$ cat config.mk
export PLATFORM = sky130hd
export DESIGN_NAME = serial_subtractor
export DESIGN_NICKNAME = d
export VERILOG_FILES = /design/src/rtl/serial_subtractor.sv
export SDC_FILE = /design/constraint.sdc
export NUM_CORES = 1
export LEC_CHECK = 0
export ABC_AREA = 0
export BUFFER_PORTS_ARGS = -buffer_cell sky130_fd_sc_hd__buf_2
export CORE_UTILIZATION = 36
export CTS_BUF_LIST = sky130_fd_sc_hd__clkbuf_2 sky130_fd_sc_hd__clkbuf_4 sky130_fd_sc_hd__clkbuf_8
export DETAILED_ROUTE_END_ITERATION = 16
export PLACE_DENSITY = 0.55
export SETUP_SLACK_MARGIN = 0.3
export SLEW_MARGIN = 20
export SYNTH_ARGS = -nofsm -noshare
export SYNTH_HDL_FRONTEND = slang
export SYNTH_SLANG_ARGS = --single-unit
export TNS_END_PERCENT = 5
$ cat constraint.sdc
create_clock -name clk -period 1.2 [get_ports clk]
set_input_delay 0.24 -clock clk [delete_from_list [all_inputs] [get_ports clk]]
set_output_delay 0.24 -clock clk [all_outputs]
set_load 0.02 [all_outputs]
$ cat src/rtl/serial_subtractor.sv
// Bit-serial subtractor: DIFF = A - B - BI, one bit per clock, LSB first, WIDTH+1 clock latency.
// Optional signed-overflow output OVF is built only when SERIAL_SUB_OVF_EN is defined.
module serial_subtractor #(
  parameter int WIDTH = 4
) (
  input  logic             clk,
  input  logic             rst,
  input  logic             START,
  input  logic [WIDTH-1:0] A,
  input  logic [WIDTH-1:0] B,
  input  logic             BI,
  output logic             BUSY,
  output logic             DONE,
  output logic [WIDTH-1:0] DIFF,
  output logic             BO
`ifdef SERIAL_SUB_OVF_EN
  ,
  output logic             OVF
`endif
);

  localparam int CW = $clog2(WIDTH);
  localparam logic [CW-1:0] LAST = CW'(WIDTH - 1);

  typedef enum logic [1:0] {
    S_IDLE,
    S_SHIFT,
    S_DONE
  } state_t;

  state_t           state;
  logic [CW-1:0]    cnt;
  logic [WIDTH-1:0] a_sh;
  logic [WIDTH-1:0] b_sh;
  logic [WIDTH-1:0] res;
  logic             br;
  logic             d_bit;
  logic             br_next;

`ifdef SERIAL_SUB_OVF_EN
  logic a_msb;
  logic b_msb;
`endif

  // Single full-subtractor cell on the current LSBs and the borrow flip-flop.
  always_comb begin
    d_bit   = a_sh[0] ^ b_sh[0] ^ br;
    br_next = (~a_sh[0] & b_sh[0]) | (~(a_sh[0] ^ b_sh[0]) & br);
  end

  always_ff @(posedge clk) begin
    if (rst) begin
      state <= S_IDLE;
      cnt   <= '0;
      a_sh  <= '0;
      b_sh  <= '0;
      res   <= '0;
      br    <= 1'b0;
      BUSY  <= 1'b0;
      DONE  <= 1'b0;
      DIFF  <= '0;
      BO    <= 1'b0;
`ifdef SERIAL_SUB_OVF_EN
      a_msb <= 1'b0;
      b_msb <= 1'b0;
      OVF   <= 1'b0;
`endif
    end else begin
      case (state)
        S_IDLE, S_DONE: begin
          DONE <= 1'b0;
          if (START) begin
            a_sh  <= A;
            b_sh  <= B;
            br    <= BI;
            res   <= '0;
            cnt   <= '0;
            BUSY  <= 1'b1;
            state <= S_SHIFT;
`ifdef SERIAL_SUB_OVF_EN
            a_msb <= A[WIDTH-1];
            b_msb <= B[WIDTH-1];
`endif
          end else begin
            state <= S_IDLE;
          end
        end
        S_SHIFT: begin
          // Result fills from the MSB side so bit 0 lands at res[0] after WIDTH shifts.
          a_sh <= a_sh >> 1;
          b_sh <= b_sh >> 1;
          br   <= br_next;
          res  <= {d_bit, res[WIDTH-1:1]};
          cnt  <= cnt + 1'b1;
          if (cnt == LAST) begin
            DIFF  <= {d_bit, res[WIDTH-1:1]};
            BO    <= br_next;
            BUSY  <= 1'b0;
            DONE  <= 1'b1;
            state <= S_DONE;
`ifdef SERIAL_SUB_OVF_EN
            OVF   <= (a_msb ^ b_msb) & (d_bit ^ a_msb);
`endif
          end
        end
        default: state <= S_IDLE;
      endcase
    end
  end

endmodule

# Word-level counts from Yosys, hierarchy flattened

Cells that the tools add are included.

Output and inout bits: 7
Input port bits: 12
Word-level logic and storage cells: 48
Register bits after elaboration: 24

$add $sub $neg: 1
Reduce and logical (&&, ||, !) cells: 7
Equal/unequal tests: 5
Bitwise operators: 7
Muxes and demuxes: 18

Operator list:

| kind                | count |
|---|---|
| $pmux 4 s2          | 3 |
| $mux 4              | 3 |
| $pmux 2 s2          | 2 |
| $pmux 1 s2          | 3 |
| $reduce_and 2->1    | 3 |
| $mux 1              | 5 |
| $eq 2x2->1 const B  | 2 |
| $mux 2              | 2 |
| $ne 2x2->1 const B  | 2 |
| $reduce_and 3->1    | 1 |
| $add 2x1->2 const B | 1 |
| $and 1x1->1         | 2 |
| $eq 2x1->1 const B  | 1 |
| $logic_not 2->1     | 1 |
| $not 1->1           | 2 |
| $reduce_bool 2->1   | 1 |
| $reduce_or 2->1     | 1 |
| $xor 1x1->1         | 2 |
| $or 1x1->1          | 1 |

# Longest topological paths before layout

Depth in word-level cells: 5
Mapped depth: 5
Mapped depth without buffers: 4

# Least setup slack after synthesis

No wires, ideal clock.

Path type: reg2reg
From: register cnt[0]
To: register BUSY
Required time: 1.072 ns
Stages on the path, launching flop included: 6
Slack: 0.082 ns
Path buffers: 1
Data arrival time: 0.991 ns
Period minus slack after synthesis: 1.118 ns
Setup time: 0.128 ns
Path through: dfxtp_1 ha_1 buf_2 nand3b_1 a21oi_1 nor2_1

Cells in the longest elaborated chain, start to end: 3

RTL lines:

| what                       | line | source |
|---|---|---|
| from (decl)                | 32   | `logic [CW-1:0] cnt;` |
| from (signal assigned)     | 94   | `cnt <= cnt + 1'b1;` |
| $eq 2x2->1                 | 95   | `if (cnt == LAST) begin` |
| $ne 2x2->1 (no line)       | --   |  |
| $reduce_and 3->1 (no line) | --   |  |
| to (signal assigned)       | 59   | `BUSY <= 1'b0;` |
| to (signal assigned)       | 78   | `BUSY <= 1'b1;` |
| to (signal assigned)       | 98   | `BUSY <= 1'b0;` |
| to (decl)                  | 12   | `output logic BUSY,` |

No other way between the ends.
A chain may end at the register's enable or synchronous reset.

# Worst setup path after layout

From: register br
To: register DIFF[3]

Cells in the longest elaborated chain, start to end: 1

RTL lines:

| what                   | line | source |
|---|---|---|
| from (decl)            | 36   | `logic br;` |
| from (signal assigned) | 92   | `br <= br_next;` |
| $xor 1x1->1            | 47   | `d_bit = a_sh[0] ^ b_sh[0] ^ br;` |
| net d_bit              | 37   | `logic d_bit;` |
| to (signal assigned)   | 96   | `DIFF <= {d_bit, res[WIDTH-1:1]};` |
| to (decl)              | 14   | `output logic [WIDTH-1:0] DIFF,` |

The timed path passes the listed nets, and every way through them passes these cells.

==> summary.txt <==
Finish
  • Non-Filler Instances: 160
  • Commonest non-fill, non-tap cell in the layout: nand2_1
  • Fin nets: 145
  • Share of cells above drive strength 1: 36.15%
  • Area Overhead vs Synth: 27.76%
  • # diodes: 0
  • Most frequent cells in the layout: 23 x nand2_1, 15 x a21oi_1, 13 x dfxtp_1

Placement
  • Post-detail-place hpwl: 1.268 mm
  • Count of input and output buffers: 18
  • Number of placed instances, taps included: 156
  • Place WS: 0.02246 ns
  • Final Wtd Congestion: 0.7642

Floorplan
  • Core ar.: 0.002455 sq mm
  • Die area: 0.002786 sq mm
  • Site row count: 18
  • Die span in x: 52.78 um
  • Ports: 19
  • Initial Util: 37.82%
  • Die height: 52.78 um

STA
  • Fin Setup TNS: 0 ns
  • Slew @ Worst Pin: 0.4171 ns
  • Slack of the critical path: 0.02406 ns
  • Max-slew headroom: 72.19%
  • Final Cycle Share: 98.00%
  • Max-slew violations: 0
  • Final Hold Fails: 0
  • Tmin final: 1.176 ns
  • RSZ-0062 raised after global routing: true
  • F_max: 850.4 MHz
  • Endpoints failing setup: 0
  • Clk_skew: 0.003614 ns

Clock network
  • Worst-skew pair later-pin latency: 0.31 ns
  • Clock Tree Root: clkbuf_4
  • Clock slew at reported path FFs: 0.12 ns
  • Cts hold-fix bufs: 0
  • Clock buffer depth: 2
  • H-tree levels: 1
  • CTS tree: built
  • CTS Buf Count: 3
  • Post-CTS Setup Repair Bufs: 0
  • Clock sinks: 23

Critical path
  • Worst-path maximum fanout: 2
  • Worst Setup End Kind: register
  • CP Data Required Time: 1.46 ns
  • R2R setup slack: 0.02 ns
  • Worst Path Arrival: 1.43 ns
  • Worst setup path class: reg2reg
  • CP startpoint kind: register

Run status
  • Status: complete, but fails checks
  • Failing checks: DRC

Synthesis
  • Post-synth net total: 123
  • #FFs+latches synth: 23
  • Synth unique cells: 21
  • Mapped Avg Cell Area: 8.517 sq um
  • Syn Inst Count: 109
  • Post-synthesis sequential area ratio: 49.60%
  • Synthesis warning total: 0
  • Post-Syn Area: 928.4 sq um

Global routing
  • Vias in the first global route: 673
  • Largest net degree at the start of global routing: 24
  • Antenna violations before repair: 0
  • Gr usage total: 15.29%
  • GRT Residual Overflow: 0
  • First-pass GRT wire length: 2.973 mm

Route
  • WL/cell: 11.38 um
  • DR iter-0 viols: 12
  • Routed WL: 1.821 mm
  • DR vias: 798
  • TritonRoute pass-1 iters: 10
  • Final ANT Viol Nets: 0
  • Drt via density: 4.988
  • Residual DRC count: 1

Power and ir drop
  • LEAKAGE: 0.4567 nW
  • Tot Pwr: 1.421 mW
  • PD cells: 1198 mW/mm^2
  • Maximum vdd drop: 702.3 uV

Hold path
  • Hold Path Class: in2reg

Job
  • Maxcap violations: 0
==> cell families (layout without fill, tap and decap cells) <==
group / after synthesis / in the layout / synth area share [%]
DFF: 23 / 23 / 49.60
adders and majority gates: 2 / 2 / 3.504
and+or+nand+nor: 50 / 50 / 23.99
AOI/OAI and AO/OA: 24 / 24 / 17.12
buffers and inverters: 10 / 31 / 5.796
==> area by class of cell <==
class | count | area [sq um]
clock buffer | 3 | 22.52
clock inverter | 1 | 5.005
fill | 253 | 1269
inverter | 2 | 7.507
multi-input combinational | 76 | 449.2
sequential | 23 | 473.0
tap | 30 | 37.54
timing repair buffer | 25 | 191.4
==> sequential cells by signal, summed over array words and instances, names as in the netlist <==
signal	flops
BO	1
BUSY	1
DIFF	4
DONE	1
a_sh	4
b_sh	4
br	1
cnt	2
res	3
state	2
==> worst max-delay path, cell delays in order (launching register included) <==
cell,delay [ns]
dfxtp_2,0.35
inv_2,0.04
fa_2,0.54
nand3_1,0.08
a21oi_1,0.12
==> synth_stat cells <==
library cell,instances,share of area (%)
a311oi_1,6,5.7
clkbuf_1,2,0.81
nand2_1,23,9.3
nand2b_1,2,1.3
buf_4,1,0.81
a2bb2oi_1,1,0.94
a311oi_2,1,1.6
fa_1,1,2.2
nand3_1,12,6.5
nand2b_2,1,0.94
dfxtp_1,23,50
a21oi_1,15,8.1
nor2_1,9,3.6
and2b_1,1,0.81
ha_1,1,1.3
nand3b_1,1,0.81
o21a_1,1,0.81
inv_1,2,0.81
buf_2,4,2.2
nor2b_1,1,0.67
buf_6,1,1.2
==> worst paths after layout <==
| check | from | endpoint | depth (start not counted) |
|---|---|---|---|
| worst max-delay path | br | DIFF[3] | 4 |
| worst min-delay path | B[3] | b_sh[3] | 3 |
| worst max register to register | br | DIFF[3] | 4 |
| worst min register to register | res[1] | DIFF[0] | 2 |
==> stage by stage <==
stage          hold slack [ns]  cell area, sq um  utilization [%]
5_1_grt                 0.1673              1186            48.32
6_report                0.1538              1186            48.32
2_1_floorplan           0.3121             930.9                -
4_1_cts                 0.1427              1104            44.95
3_3_place_gp            0.4457              1075            43.78
3_5_place_dp            0.4439              1075            43.78
==> per-layer routing <==
metal / part of all wire, % / GRT usage, % / vias up
met5: 0 / 0 / -
met4: 2.7 / 10.53 / 0
met3: 4.5 / 4.058 / 5
met2: 44 / 23.21 / 19
met1: 49 / 18.55 / 356
li1: - / - / 418
==> what timing repair did <==
item	CTS	global route
pin swaps	0	6
resized for setup	1	29
endpoints found under the setup margin	30	30
==> where the power goes <==
group,internal [mW],leakage [nW],switching [mW]
Combinational,0.111,0.247,0.116
Clock,0.125,0.0177,0.234
Sequential,0.807,0.192,0.0284
Total,1.04,0.457,0.379
Power figures use the tool's default switching activity.
